[config.mk]
export PLATFORM = sky130hd
export DESIGN_NAME = conv_window_sequencer_flat
export DESIGN_NICKNAME = d
export VERILOG_FILES = /design/src/rtl/conv_window_sequencer_if.sv /design/src/rtl/conv_window_sequencer.sv /design/src/flat_wrapper.sv
export SDC_FILE = /design/constraint.sdc
export NUM_CORES = 1
export LEC_CHECK = 0
export CAP_MARGIN = 20
export CORE_MARGIN = 4
export CORE_UTILIZATION = 30
export DETAILED_ROUTE_END_ITERATION = 7
export GPL_ROUTABILITY_DRIVEN = 0
export GPL_TIMING_DRIVEN = 0
export SLEW_MARGIN = 20
export SYNTH_ARGS = -nofsm -noshare
export SYNTH_HDL_FRONTEND = slang
export SYNTH_SLANG_ARGS = --single-unit
[constraint.sdc]
create_clock -name clk -period 4.7 [get_ports clk]
set_input_delay 0.705 -clock clk [delete_from_list [all_inputs] [get_ports clk]]
set_output_delay 0.705 -clock clk [all_outputs]
set_load 0.05 [all_outputs]
[src/rtl/conv_window_sequencer_if.sv]
// Beat bus between the window sequencer and the kernel MAC stage:
// one buffer read address per port plus window framing, with valid/ready.
interface conv_window_sequencer_if #(
    parameter int K          = 5,
    parameter int ADDR_WIDTH = 32
);
    logic [K*ADDR_WIDTH-1:0] rd_addr_NP;
    logic                    addr_valid;
    logic                    ready;
    logic                    win_first;
    logic                    win_last;

    modport master (
        output rd_addr_NP, addr_valid, win_first, win_last,
        input  ready
    );

    modport slave (
        input  rd_addr_NP, addr_valid, win_first, win_last,
        output ready
    );
endinterface

[src/rtl/conv_window_sequencer.sv]
// Read-address sequencer for the K-port data buffer. Sweeps every valid
// KxK window of a row-major IMG_W x IMG_H map, one beat per kernel row,
// each beat carrying K consecutive addresses (one per read port).
module conv_window_sequencer #(
    parameter int                    IMG_W      = 32,
    parameter int                    IMG_H      = 32,
    parameter int                    K          = 5,
    parameter int                    ADDR_WIDTH = 32,
    parameter logic [ADDR_WIDTH-1:0] BASE_ADDR  = '0
) (
    input  logic                    clk,
    input  logic                    rst_n,
    input  logic                    start,
    conv_window_sequencer_if.master bus,
    output logic                    busy,
    output logic                    done
);
    localparam logic [1:0] S_IDLE = 2'd0;
    localparam logic [1:0] S_RUN  = 2'd1;
    localparam logic [1:0] S_DONE = 2'd2;

    localparam int KW = $clog2(K + 1);
    localparam int XW = $clog2(IMG_W + 1);
    localparam int YW = $clog2(IMG_H + 1);

    localparam logic [KW-1:0]         KR_MAX = KW'(K - 1);
    localparam logic [XW-1:0]         OX_MAX = XW'(IMG_W - K);
    localparam logic [YW-1:0]         OY_MAX = YW'(IMG_H - K);
    localparam logic [ADDR_WIDTH-1:0] W_STEP = ADDR_WIDTH'(IMG_W);
    localparam logic [ADDR_WIDTH-1:0] K_STEP = ADDR_WIDTH'(K);
    localparam logic [ADDR_WIDTH-1:0] ONE    = ADDR_WIDTH'(1);

    logic [1:0]                         state;
    logic [KW-1:0]                      kr, nxt_kr;
    logic [XW-1:0]                      ox;
    logic [YW-1:0]                      oy;
    // win_ptr: address of the window's top-left element; row_ptr: port-0
    // address of the current kernel row. Both advance by adds only.
    logic [ADDR_WIDTH-1:0]              win_ptr, row_ptr, nxt_win, nxt_row;
    logic [K-1:0][ADDR_WIDTH-1:0]       addr_q;
    logic                               valid_q, first_q, last_q;
    logic                               accept, last_kr, last_ox, last_oy;
    logic                               final_beat, load;

    assign bus.rd_addr_NP = addr_q;
    assign bus.addr_valid = valid_q;
    assign bus.win_first  = first_q;
    assign bus.win_last   = last_q;

    // addr_valid is high exactly while in RUN, so acceptance needs only ready
    assign accept     = (state == S_RUN) && bus.ready;
    assign last_kr    = (kr == KR_MAX);
    assign last_ox    = (ox == OX_MAX);
    assign last_oy    = (oy == OY_MAX);
    assign final_beat = last_kr && last_ox && last_oy;
    assign nxt_kr     = last_kr ? '0 : kr + KW'(1);

    // Next window/row pointers: down one map row within a window, one
    // column right between windows, and +K (= +IMG_W-(IMG_W-K)) on row wrap
    always_comb begin
        nxt_win = win_ptr;
        nxt_row = row_ptr;
        load    = 1'b0;
        if (state == S_IDLE && start) begin
            nxt_win = BASE_ADDR;
            nxt_row = BASE_ADDR;
            load    = 1'b1;
        end else if (accept && !final_beat) begin
            load = 1'b1;
            if (!last_kr) begin
                nxt_row = row_ptr + W_STEP;
            end else if (!last_ox) begin
                nxt_win = win_ptr + ONE;
                nxt_row = win_ptr + ONE;
            end else begin
                nxt_win = win_ptr + K_STEP;
                nxt_row = win_ptr + K_STEP;
            end
        end
    end

    // Registered pointers and per-port addresses; held during stalls
    always_ff @(posedge clk or negedge rst_n) begin
        if (!rst_n) begin
            win_ptr <= '0;
            row_ptr <= '0;
            addr_q  <= '0;
        end else if (load) begin
            win_ptr <= nxt_win;
            row_ptr <= nxt_row;
            for (int c = 0; c < K; c++) addr_q[c] <= nxt_row + ADDR_WIDTH'(c);
        end
    end

    // FSM, window counters and registered status/framing outputs
    always_ff @(posedge clk or negedge rst_n) begin
        if (!rst_n) begin
            state   <= S_IDLE;
            kr      <= '0;
            ox      <= '0;
            oy      <= '0;
            valid_q <= 1'b0;
            first_q <= 1'b0;
            last_q  <= 1'b0;
            busy    <= 1'b0;
            done    <= 1'b0;
        end else begin
            case (state)
                S_IDLE: begin
                    done <= 1'b0;
                    if (start) begin
                        state   <= S_RUN;
                        kr      <= '0;
                        ox      <= '0;
                        oy      <= '0;
                        valid_q <= 1'b1;
                        busy    <= 1'b1;
                        first_q <= 1'b1;
                        last_q  <= (K == 1);
                    end
                end
                S_RUN: begin
                    if (accept) begin
                        if (final_beat) begin
                            state   <= S_DONE;
                            valid_q <= 1'b0;
                            busy    <= 1'b0;
                            done    <= 1'b1;
                            first_q <= 1'b0;
                            last_q  <= 1'b0;
                        end else begin
                            kr      <= nxt_kr;
                            first_q <= (nxt_kr == '0);
                            last_q  <= (nxt_kr == KR_MAX);
                            if (last_kr) begin
                                ox <= last_ox ? '0 : ox + XW'(1);
                                if (last_ox) oy <= oy + YW'(1);
                            end
                        end
                    end
                end
                S_DONE: begin
                    done  <= 1'b0;
                    state <= S_IDLE;
                end
                default: state <= S_IDLE;
            endcase
        end
    end
endmodule

[src/flat_wrapper.sv]
// flat-port wrapper written by rule: the top's interface ports become plain ports
module conv_window_sequencer_flat 
#(
    parameter int                    IMG_W      = 32,
    parameter int                    IMG_H      = 32,
    parameter int                    K          = 5,
    parameter int                    ADDR_WIDTH = 32,
    parameter logic [ADDR_WIDTH-1:0] BASE_ADDR  = '0
)
  (clk, rst_n, start, busy, done, bus_rd_addr_NP, bus_addr_valid, bus_win_first, bus_win_last, bus_ready);
  conv_window_sequencer_if #(.K(K), .ADDR_WIDTH(ADDR_WIDTH)) bus_i ();
  input  logic clk;
  input  logic rst_n;
  input  logic start;
  output logic busy;
  output logic done;
  output wire logic [$bits(bus_i.rd_addr_NP)-1:0] bus_rd_addr_NP;
  output wire logic [$bits(bus_i.addr_valid)-1:0] bus_addr_valid;
  output wire logic [$bits(bus_i.win_first)-1:0] bus_win_first;
  output wire logic [$bits(bus_i.win_last)-1:0] bus_win_last;
  input wire logic [$bits(bus_i.ready)-1:0] bus_ready;
  assign bus_rd_addr_NP = bus_i.rd_addr_NP;
  assign bus_addr_valid = bus_i.addr_valid;
  assign bus_win_first = bus_i.win_first;
  assign bus_win_last = bus_i.win_last;
  assign bus_i.ready = bus_ready;
  conv_window_sequencer #(.IMG_W(IMG_W), .IMG_H(IMG_H), .K(K), .ADDR_WIDTH(ADDR_WIDTH), .BASE_ADDR(BASE_ADDR)) u_core (.clk(clk), .rst_n(rst_n), .start(start), .bus(bus_i), .busy(busy), .done(done));
endmodule
; ---- Word-level counts from Yosys, hierarchy flattened
; Index checks and enable logic that the tools add are counted.
[op_classes]
n_addsub = 10
n_mux = 43
n_eq_ne = 12
n_reduce_logical = 21
[ops]
columns = op, n
row1 = $mux W32, 7
row2 = $add A32 B1 Y32 const B, 2
row3 = $add A32 B2 Y32 const B, 2
row4 = $add A32 B3 Y32 const B, 2
row5 = $mux W6, 9
row6 = $add A32 B6 Y32 const B, 1
row7 = $pmux W6 S2, 2
row8 = $add A6 B1 Y6 const B, 2
row9 = $eq A6 B5 Y1 const B, 2
row10 = $mux W1, 12
row11 = $mux W3, 4
row12 = $reduce_and A3 Y1, 4
row13 = $ne A2 B1 Y1 const B, 4
row14 = $pmux W1 S2, 4
row15 = $reduce_and A4 Y1, 2
row16 = $reduce_bool A2 Y1, 4
row17 = $eq A3 B3 Y1 const B, 2
row18 = $mux W2, 3
row19 = $pmux W3 S2, 1
row20 = $reduce_and A6 Y1, 1
row21 = $logic_and A1 B1 Y1, 5
row22 = $reduce_and A5 Y1, 1
row23 = $ne A2 B2 Y1 const B, 2
row24 = $pmux W2 S2, 1
row25 = other kinds (7), 7
[word_totals]
ff_bits = 213
input_bits = 4
out_inout_bits = 165
word_cells = 100

; ---- Logic depth before layout (Yosys ltp)
[logic_depth]
depth_word = 8
ltp_mapped = 19
mapped_depth_nobuf = 15

; ---- Least setup slack after synthesis
; OpenSTA, ideal clock, no wires.
[synth_path]
kind = register -> register
from = register u_core.ox[0]
to = register u_core.addr_q (netlist bit u_core.bus.rd_addr_NP[126])
n_path_buf = 3
setup_ns = 0.120
path_stages_with_launch = 19
t_arrival_ns = 4.187
slack_ns = 0.393
cell_sequence = dfrtp_1 -> ha_1 -> or4b_4 -> clkinv_2 -> ha_1 -> a31oi_1 -> clkbuf_1 -> xnor2_1 -> nand2_1 -> o21a_1 -> inv_1 -> ha_1 -> clkbuf_1 -> inv_1 -> or4b_1 -> buf_4 -> or4_1 -> mux2i_1 -> nor2_1
[synth_via]
elab_chain_cells = 8
word_cells_on_any_way = 12
[synth_rtl]
columns = item, line
row1 = from (decl), conv_window_sequencer.sv:35  ; logic [XW-1:0] ox;
row2 = from (signal assigned), conv_window_sequencer.sv:136  ; ox <= last_ox ? '0 : ox + XW'(1);
row3 = $eq A6 B5 Y1 *, conv_window_sequencer.sv:53  ; assign last_ox = (ox == OX_MAX);
row4 = $logic_and A1 B1 Y1 (2 in a row), conv_window_sequencer.sv:55  ; assign final_beat = last_kr && last_ox && last_oy;
row5 = $logic_not A1 Y1, conv_window_sequencer.sv:68  ; end else if (accept && !final_beat) begin
row6 = $logic_and A1 B1 Y1, conv_window_sequencer.sv:68
row7 = $mux W32 *, conv_window_sequencer.sv:68
row8 = $mux W32 *, conv_window_sequencer.sv:64  ; if (state == S_IDLE && start) begin
row9 = named net u_core.nxt_row[3], conv_window_sequencer.sv:39  ; logic [ADDR_WIDTH-1:0] win_ptr, row_ptr, nxt_win, nxt_row;
row10 = $add A32 B2 Y32 *, conv_window_sequencer.sv:91  ; for (int c = 0; c < K; c++) addr_q[c] <= nxt_row + ADDR_WIDTH'(c);
row11 = to (signal assigned), conv_window_sequencer.sv:87  ; addr_q <= '0;
row12 = to (decl), conv_window_sequencer.sv:40  ; logic [K-1:0][ADDR_WIDTH-1:0] addr_q;
; The timed path passes the listed nets; every way through them passes the cells marked *.
; A chain may end at the register's enable or synchronous reset.

; ---- Final worst setup path
[layout_path]
from = register u_core.ox[0]
to = register u_core.addr_q (netlist bit u_core.bus.rd_addr_NP[112])
[layout_via]
elab_chain_cells = 8
word_cells_on_any_way = 12
[layout_rtl]
columns = item, line
row1 = $eq A6 B5 Y1 *, conv_window_sequencer.sv:53
row2 = $logic_and A1 B1 Y1 (2 in a row), conv_window_sequencer.sv:55
row3 = $logic_not A1 Y1, conv_window_sequencer.sv:68
row4 = $logic_and A1 B1 Y1, conv_window_sequencer.sv:68
row5 = $mux W32, conv_window_sequencer.sv:68
row6 = $mux W32, conv_window_sequencer.sv:64
row7 = $add A32 B2 Y32, conv_window_sequencer.sv:91
; Every way passes the cells marked *; elsewhere a longest branch is shown, timed or not.

==> results.txt <==
The routed layout has 12.5k vias. For this design, the CTS-stage hold fixing added 0 buffers. The insertion delay of the later-clocked pin in the worst-skew pair was 0.54 ns; the die outline width was 213 um.

The via count of the first global-routing pass was 12.1k; the worst setup skew after layout was 0.0151 ns. Global routing consumed, over all layers together, 21.0% of the routing resources. The worst setup path is launched from a flop.

The kind of critical path was reg2reg. The total global routing overflow was 0. The synthesized area divided by synthesized cell count was 8.77 um2; the placed standard-cell area was 15000 um2. The run finished with clean final reports.

The logs give 0 for the number of hold violations in the final report and 41100 um2 for the total core area. The data required time at the worst endpoint came out at 5.09 ns. The run gives 30.5% as the initial core utilization. Maximum level of the CTS H-tree: 1.

The tools report the critical path endpoint category as a flop. After detailed routing, the average wire length per cell comes to 22.4 um. The most frequently used cell type in the post-synthesis netlist was sky130_fd_sc_hd__dfrtp_1. Buffers placed on the I/O ports in this run total 168.

The number of cell instances on the worst register-to-register path was 17; the number of flip-flops and latches in the synthesized netlist was 209. Cell type contributing the most total cell area after synthesis: sky130_fd_sc_hd__dfrtp_1. The cell count after synthesis came out at 1431. The die is 213 um tall.

The first routing iteration left 1621 violations. Counting every sink on the clock net gives 209. Among all flip-flop cells after synthesis, the most frequent one is sky130_fd_sc_hd__dfrtp_1. After routing, the total negative slack on setup checks comes to 0 ns.

The logs give 5230 um2 for the register area and 0 for the count of warnings emitted by yosys. Setup slack on the critical path of the routed design comes to 0.165 ns. The minimum period implied by the final worst setup slack was 4.54 ns. The relative slew slack is 35.0%, and the antenna cell count is 0.

The final clock period utilization by the worst path works out to 96.5%. The worst-margin pin slew is 0.970 ns. The first global-routing pass estimated 73700 um of wire. The top-level port count was 169; the detailed-route DRC error count was 0. Sorting the synthesized cells by how often they occur yields 209 x sky130_fd_sc_hd__dfrtp_1, 179 x sky130_fd_sc_hd__nor2_1, 125 x sky130_fd_sc_hd__nand2_1, 98 x sky130_fd_sc_hd__a21oi_1, 80 x sky130_fd_sc_hd__o21ai_0. Traced cell by cell, the critical path runs through ha_4, or4b_4, clkinv_8, ha_4, a21oi_1, clkbuf_4, or4_4, a221oi_4, a21o_1, buf_6, o21ai_4, or4b_4, buf_4, buf_6, nor4_4, xor2_1, a21oi_1. The setup violation total in the final timing report was 0.

After detailed routing, the number of vias per cell comes to 5.71. The share of the synthesized area in the top cell type came out at 41.7%. Compared with the post-synthesis result, the final layout area differs by 29.2%. The number of clock buffers inserted by TritonCTS was 24.

Class of the tightest hold or removal check: in2async. The synthesized netlist contains 91 unique library cells. The run gives -2.41 ns as the post-place setup slack. The total leakage power was 6.46 nW; the initial antenna violation count was 0. The number of enable-type register cells in the synthesized netlist came out at 0. The slowest stage of the critical path belongs to the cell sky130_fd_sc_hd__or4b_4. IR analysis of the VDD net gives a maximum drop of 260 uV. The HPWL after detailed placement is 37000 um. The fraction of registers with async set/reset works out to 100%. The tools report the non-filler instance count after layout as 2197.

For the placed instance count, the log shows 2133. The finished cells cover 16200 um2. The total of max-cap violations was 0; the fraction of the core area covered by cells at the end of the flow was 39.4%.

Before antenna repair, the detailed router went through 6 iterations. For this run, the slowest stage of the critical path takes 0.56 ns. Entering global routing, the biggest net connects 92 pins. TritonCTS built the clock tree. The total wirelength of the detailed-routed design is 49200 um.

For the worst setup path, the data arrival time is 4.93 ns. When the netlist entered floorplanning its net count stood at 1447. Clock tree synthesis selected as its root buffer the cell sky130_fd_sc_hd__clkbuf_16. On the final layout, the worst hold slack is 0.0254 ns. Of the cells placed in the final design, the portion with a size suffix greater than 1 is 12.0%.

The clock-pin slew reported for the worst setup and hold paths after clock tree synthesis was 0.06 ns; the number of core rows was 74. The post-route total power was 6.94 mW; the largest fanout on the critical path was 10. The clock passes through at most 3 buffers. The tools report the number of nets with antenna violations after routing as 0. Total of fill cells in the finished design: 4178.

Ranked by total cell area, the synthesized netlist is headed by sky130_fd_sc_hd__dfrtp_1 42%, sky130_fd_sc_hd__nor2_1 5.4%, sky130_fd_sc_hd__xnor2_1 4.0%, sky130_fd_sc_hd__a21oi_1 3.9%, sky130_fd_sc_hd__nand2_1 3.7%. The multi-input combinational cell area was 6980 um2. The run gives 220 MHz as the highest attainable clock frequency.

The mapped netlist covers 12500 um2. Power spread over the standard cell area amounts to 428 nW/um2. The number of pins with negative max-slew slack in the final report is 0, and the proportion of synthesized chip area in sequential cells is 41.7%. The final net count is 1664, and the floorplan die area is 45200 um2.
-- layout by cell type (no fill, tap or decap), drive strengths merged, types with 5 or more instances in the layout --
cell type and instances:
dfrtp 209, nor2 181, clkdlybuf4s50 166, nand2 126, a21oi 105, clkbuf 93
o21ai 84, buf 67, xnor2 58, nor3 56, nand3 54, nand4 51
nor4 34, and3 33, xor2 31, o31ai 25, or3 22, inv 21
mux2i 20, o22ai 17, or4 15, a211oi 15, a31oi 13, and4 13
a21o 13, ha 12, and2 11, o221ai 10, nor3b 10, clkinv 9
nand2b 8, o31a 6, or2 6, a31o 5, nor2b 5, o41ai 5
o32ai 5
-- cell families (layout without fill, tap and decap cells) --
logic type,after synthesis,count (layout),share of synthesized area (%)
AO/OA/AOI/OAI,334,334,17.7
AND/OR/NAND/NOR,638,638,26.9
XOR/XNOR,89,89,6.21
flip-flops,209,209,41.7
buffers and inverters,126,360,4.44
adder cells (fa/ha/maj),12,12,1.20
multiplexers,23,23,1.89
-- cell type report --
type                    count  share of cell area [%]
multi-input cells        1096                    43.1
flip-flops and latches    209                    32.3
repair buffers            195                    11.9
clock buffers              35                    4.52
well taps                 532                    4.11
plain buffers              97                    2.89
inverters                  25                   0.687
clock inverters             8                   0.556
-- state kept, by name, summed over array words and instances, names as in the netlist, 2 cells and up --
signal and flops:
u_core.oy 6, u_core.bus.rd_addr_NP 126, u_core.win_ptr 32, u_core.row_ptr 30
u_core.kr 3, u_core.state 2, u_core.ox 6
-- where the power goes --
group          internal, mW  leakage, nW  switching (mW)
combinational         0.831         3.32            1.83
clock                  1.18        0.414           0.782
sequential             2.06         2.73           0.250
total                  4.08         6.46            2.87
-- critical path, delay by kind of cell (launching register included) --
family | cells | cell delay [ns]
XOR/XNOR | 1 | 0.24
AO/OA/AOI/OAI | 5 | 0.72
buffers and inverters | 5 | 0.81
AND/OR/NAND/NOR | 4 | 1.86
adder cells (fa/ha/maj) | 2 | 0.32
flip-flops | 1 | 0.42
-- final timing paths --
kind / startpoint / endpoint / slack, ns
hold / removal: rst_n / u_core.win_ptr[28] / 0.03
hold reg to reg: u_core.bus.rd_addr_NP[131] / u_core.bus.rd_addr_NP[131] / 0.48
max in group asynchronous: rst_n / u_core.bus.rd_addr_NP[134] / 3.91
setup reg to reg: u_core.ox[0] / u_core.bus.rd_addr_NP[112] / 0.16
min in group clk: u_core.bus.rd_addr_NP[131] / u_core.bus.rd_addr_NP[131] / 0.48
setup / recovery: u_core.ox[0] / u_core.bus.rd_addr_NP[112] / 0.16
-- layer usage --
layer	part of all wire, %	GRT usage [%]	up-vias
met2	44	31.8	647
met3	9.8	4.56	117
met4	3.6	6.53	0
met5	0	0	-
met1	43	30.0	6125
li1	-	-	5656
-- repair_timing --
item	CTS	global route
setup endpoints to repair	110	75
buffers inserted	11	14
resized for setup	26	33
pin swaps	8	6
Power figures use the tool's default switching activity.
==> patch 1 (config.mk and constraints unchanged) <==
Make the reset (`rst_n`) synchronous in 2 clocked blocks.
--- a/src/rtl/conv_window_sequencer.sv
+++ b/src/rtl/conv_window_sequencer.sv
@@ -80,7 +80,7 @@
     end
 
     // Registered pointers and per-port addresses; held during stalls
-    always_ff @(posedge clk or negedge rst_n) begin
+    always_ff @(posedge clk) begin
         if (!rst_n) begin
             win_ptr <= '0;
             row_ptr <= '0;
@@ -93,7 +93,7 @@
     end
 
     // FSM, window counters and registered status/framing outputs
-    always_ff @(posedge clk or negedge rst_n) begin
+    always_ff @(posedge clk) begin
         if (!rst_n) begin
             state   <= S_IDLE;
             kr      <= '0;
Check against the original RTL: differs if rst_n is asserted again (counterexample within 4 cycles, from zero or initial values and one cycle with rst_n low); with rst_n held inactive, the same outputs for 10 cycles.
==> patch 1 against the original RTL <==
Sequential share of layout area fell by 5.2 points. Area after synthesis fell by 5.5%. Maximum frequency decreased by 0.30%. Via count grew 3.9%. Final cell count increased by 3.0%. Global-route usage grew 1.1 points. Sequential cell count unchanged. Wire length up 1.4%. Setup slack worse by 14 ps. Final area is 4.5% lower. Clock skew hardly changed. Critical endpoint is now u_core.bus.rd_addr_NP[85]$_SDFFE_PN0P_. Largest cell class unchanged.
Power is not compared: it rests on default switching activity, and its combinational part moved more than twofold at a synthesized area within 25%.
==> patch 1: results (changes against the original RTL) <==
[finish]
layout-drive-gt1-share_pct = 11.06  ; was 11.95%
fillers = 3952  ; was 4178
final_cells = 2263  ; was 2197
synthToLayoutAreaGrowth_pct = 30.58  ; was 29.20%
final_net_count = 1743  ; was 1664

[routing]
vias_per_cell = 5.758  ; was 5.710
wl_met2_mm = 21.10  ; was 21.44 mm
dr_wl_met3_mm = 6.050  ; was 4.807 mm
drt-initial-drc-count = 1559  ; was 1621
first_pass_iters = 8  ; was 6
wl_mm = 49.93  ; was 49.22 mm
drt-met1-wl_mm = 20.88  ; was 21.23 mm

[min_path]
min_path_type = flip-flop to flip-flop  ; was primary input to async pin

[global_routing]
grt_max_degree = 14  ; was 92
grt_use_met1_pct = 30.50  ; was 29.98%
use_met2_pct = 32.95  ; was 31.77%
met3_usage_pct = 6.530  ; was 4.560%
grt_antenna_before_repair = 1  ; was 0
grt_usage_pct = 22.07  ; was 20.95%
grt_pass1_vias = 11904  ; was 12054

[synth]
ys.flop_type = dfxtp_1  ; was dfrtp_1
yosysSeqAreaShare_pct = 35.30  ; was 41.68%
synth.lib_cells_used.distinct = 92  ; was 91
synth_top_cells_by_count = 211 x nand2_1, 209 x dfxtp_1, 119 x a21oi_1  ; was 209 x dfrtp_1, 179 x nor2_1, 125 x nand2_1
syn_nets = 1531  ; was 1447
async_reset_ff_share_pct = 0  ; was 100.0%
synth_area_leaders = dfxtp_1 35%, nand2_1 6.7%, xnor2_1 5.3%  ; was dfrtp_1 42%, nor2_1 5.4%, xnor2_1 4.0%

[place]
dp.cells = 2202  ; was 2133
hpwl_mm = 37.51  ; was 36.95 mm
placed_area_mm2 = 0.01419  ; was 0.01496 mm²
pre_cts_slack_ps = -1954  ; was -2413 ps

[status]
status = finished, final reports clean  ; unchanged

[setup_path]
crit_end = u_core.bus.rd_addr_NP[85]$_SDFFE_PN0P_  ; was u_core.bus.rd_addr_NP[112]$_DFFE_PN0P_
ff2ff_path_depth = 14  ; was 17
cp-startpoint = u_core.ox[0]$_SDFFE_PN0P_  ; was u_core.ox[0]$_DFFE_PN0P_
worstPathArrival_ps = 4950  ; was 4930 ps

[sta]
worstMarginPinSlew_ps = 1073  ; was 970.2 ps
fin_skew_ps = 14.84  ; was 15.12 ps
fin_hold_ws_ps = 445.5  ; was 25.41 ps

[cts]
post-cts-setup-buffers = 7  ; was 11
cts_resized = 30  ; was 26

patch 1: logic make-up (layout without fill, tap and decap cells):
kind of cell | after synthesis | count (layout) | synth area share [%]
and+or+nand+nor | 681 | 681 | 29.85
AOI/OAI and AO/OA | 367 | 367 | 20.14
DFF | 209 | 209 | 35.30
buffers and inverters | 131 | 361 | 4.824
xor gates and xnor gates | 103 | 103 | 7.610
adders and majority gates | 12 | 12 | 1.267
muxes | 12 | 12 | 1.013
patch 1: cell type report:
class,count,area share (%)
plain buffers,111,3.363
clock buffers,30,4.357
clock inverters,14,1.334
inverters,20,0.5173
multi-input cells,1175,47.49
flip-flops and latches,209,27.03
well taps,518,4.187
repair buffers,186,11.72
patch 1: power groups by stage:
stage	clock network (µW)	logic [µW]	registers [µW]
4_1_cts	2120	456	1820
3_3_place_gp	0	445	1860
2_1_floorplan	0	195	1930
6_report	2110	470	1820
3_5_place_dp	0	449	1860
5_1_grt	2200	491	1820
==> patch 2 (same settings) <==
Without the edit above. `ADDR_WIDTH` is set to 32 in 3 places; all go to 16.
--- a/src/rtl/conv_window_sequencer_if.sv
+++ b/src/rtl/conv_window_sequencer_if.sv
@@ -2,7 +2,7 @@
 // one buffer read address per port plus window framing, with valid/ready.
 interface conv_window_sequencer_if #(
     parameter int K          = 5,
-    parameter int ADDR_WIDTH = 32
+    parameter int ADDR_WIDTH = 16
 );
     logic [K*ADDR_WIDTH-1:0] rd_addr_NP;
     logic                    addr_valid;
--- a/src/rtl/conv_window_sequencer.sv
+++ b/src/rtl/conv_window_sequencer.sv
@@ -5,7 +5,7 @@
     parameter int                    IMG_W      = 32,
     parameter int                    IMG_H      = 32,
     parameter int                    K          = 5,
-    parameter int                    ADDR_WIDTH = 32,
+    parameter int                    ADDR_WIDTH = 16,
     parameter logic [ADDR_WIDTH-1:0] BASE_ADDR  = '0
 ) (
     input  logic                    clk,
--- a/src/flat_wrapper.sv
+++ b/src/flat_wrapper.sv
@@ -4,7 +4,7 @@
     parameter int                    IMG_W      = 32,
     parameter int                    IMG_H      = 32,
     parameter int                    K          = 5,
-    parameter int                    ADDR_WIDTH = 32,
+    parameter int                    ADDR_WIDTH = 16,
     parameter logic [ADDR_WIDTH-1:0] BASE_ADDR  = '0
 )
   (clk, rst_n, start, busy, done, bus_rd_addr_NP, bus_addr_valid, bus_win_first, bus_win_last, bus_ready);
Ports: changed (resized bus_rd_addr_NP); port bits go from 169 to 89. The function was not compared with the original's and may differ.
==> patch 2 against the original RTL <==
Area after synthesis fell by 50%. Global-route usage is 4.1 points lower. Final area is 50% lower. Final cell count down 51%. Sequential cell count is 96 lower. Maximum frequency grew 3.6%. Sequential share of layout area is 2.3 points higher. Total power is 35% lower. Wire length down 61%. Setup slack gained 160 ps. Highest routed layer unchanged.
==> patch 2: results (changes against the original RTL) <==
[finish]
fillers = 2013  ; was 4178
final_cells = 1084  ; was 2197
final_area_mm2 = 0.008182  ; was 0.01621 mm²
largest_register_ffs = 62  ; was 126
final_net_count = 817  ; was 1664

[routing]
drt-met1-wl_mm = 9.198  ; was 21.23 mm
drt-initial-drc-count = 523  ; was 1621
wl_per_cell_um = 17.76  ; was 22.40 µm
dr_wl_met3_mm = 1.258  ; was 4.807 mm
vias = 5610  ; was 12545

[place]
pre_cts_slack_ps = -639.9  ; was -2413 ps
placed_area_mm2 = 0.007460  ; was 0.01496 mm²
placement.io_buffers = 88  ; was 168
hpwl_mm = 13.86  ; was 36.95 mm
dp.cells = 1053  ; was 2133

[synth]
synth_xor_area_share_pct = 7.190  ; was 6.212%
synth_top_cells_by_count = 113 x dfrtp_1, 94 x nor2_1, 86 x nand2_1  ; was 209 x dfrtp_1, 179 x nor2_1, 125 x nand2_1
synth.lib_cells_used.distinct = 69  ; was 91
synth_fa_ha_area_share_pct = 2.417  ; was 1.197%
yosysSeqAreaShare_pct = 45.52  ; was 41.68%
syn_nets = 710  ; was 1447
synth_top_family_by_area = simple AND/OR/NAND/NOR gates  ; unchanged
synth_area_leaders = dfrtp_1 46%, nor2_1 5.7%, nand2_1 5.2%  ; was dfrtp_1 42%, nor2_1 5.4%, xnor2_1 4.0%

[global_routing]
grt_pass1_wl_mm = 31.27  ; was 73.73 mm
met3_usage_pct = 4.920  ; was 4.560%
grt_usage_pct = 16.84  ; was 20.95%
grt_use_met1_pct = 23.95  ; was 29.98%
use_met2_pct = 25.32  ; was 31.77%

[cts]
clk_path_buf_depth = 2  ; was 3
cts_buffers = 17  ; was 24
h-tree-depth = 4  ; was 1
cts_resized = 5  ; was 26

[sta]
fin_skew_ps = 7.560  ; was 15.12 ps
worstMarginPinSlew_ps = 968.5  ; was 970.2 ps
fin_hold_ws_ps = 207.4  ; was 25.41 ps

[setup_path]
cp_slowest_cell = or4_1  ; was or4b_4
worstReg2RegEnd = u_core.bus.rd_addr_NP[30]$_DFFE_PN0P_  ; was u_core.bus.rd_addr_NP[112]$_DFFE_PN0P_
critPathMaxFanout = 9  ; was 10
ff2ff_path_depth = 13  ; was 17
r2r_setup_slack_ps = 320  ; was 160 ps

[status]
status = finished, final reports clean  ; unchanged

[power]
power.leakage_uw = 0.003395  ; was 0.006464 µW
intPower_uw = 2704  ; was 4079 µW

==> patch 2: cell count changes after synthesis, sizes merged, moves of 34 or more <==
cell,unedited run,this run
nand2,126,86
dfrtp,209,113
clkbuf,60,26
nand4,51,16
nor3,56,15
nor2,181,94
a21oi,105,49
==> patch 2: power by group through the flow <==
stage	logic [µW]	clock network, µW	registers, µW
6_report	1750	1460	1340
3_3_place_gp	1700	0	1360
2_1_floorplan	658	0	1800
5_1_grt	1860	1520	1370
3_5_place_dp	1720	0	1350
4_1_cts	1740	1470	1340
==> patch 2: logic make-up (layout without fill, tap and decap cells) <==
logic type,count (synthesis),count (layout)
compound gates,175,175
buf+inv,56,176
xor+xnor,51,51
flops,113,113
simple gates,282,282
mux,5,5
fa+ha+maj,12,12
==> patch 2: final cells by class <==
class	count	area share, %
Buffer	36	1.988
Tap cell	270	4.129
Sequential cell	113	34.56
Inverter	19	0.8717
Clock buffer	22	5.918
Multi-Input combinational cell	525	39.23
Clock inverter	10	2.187
Timing Repair Buffer	89	11.12
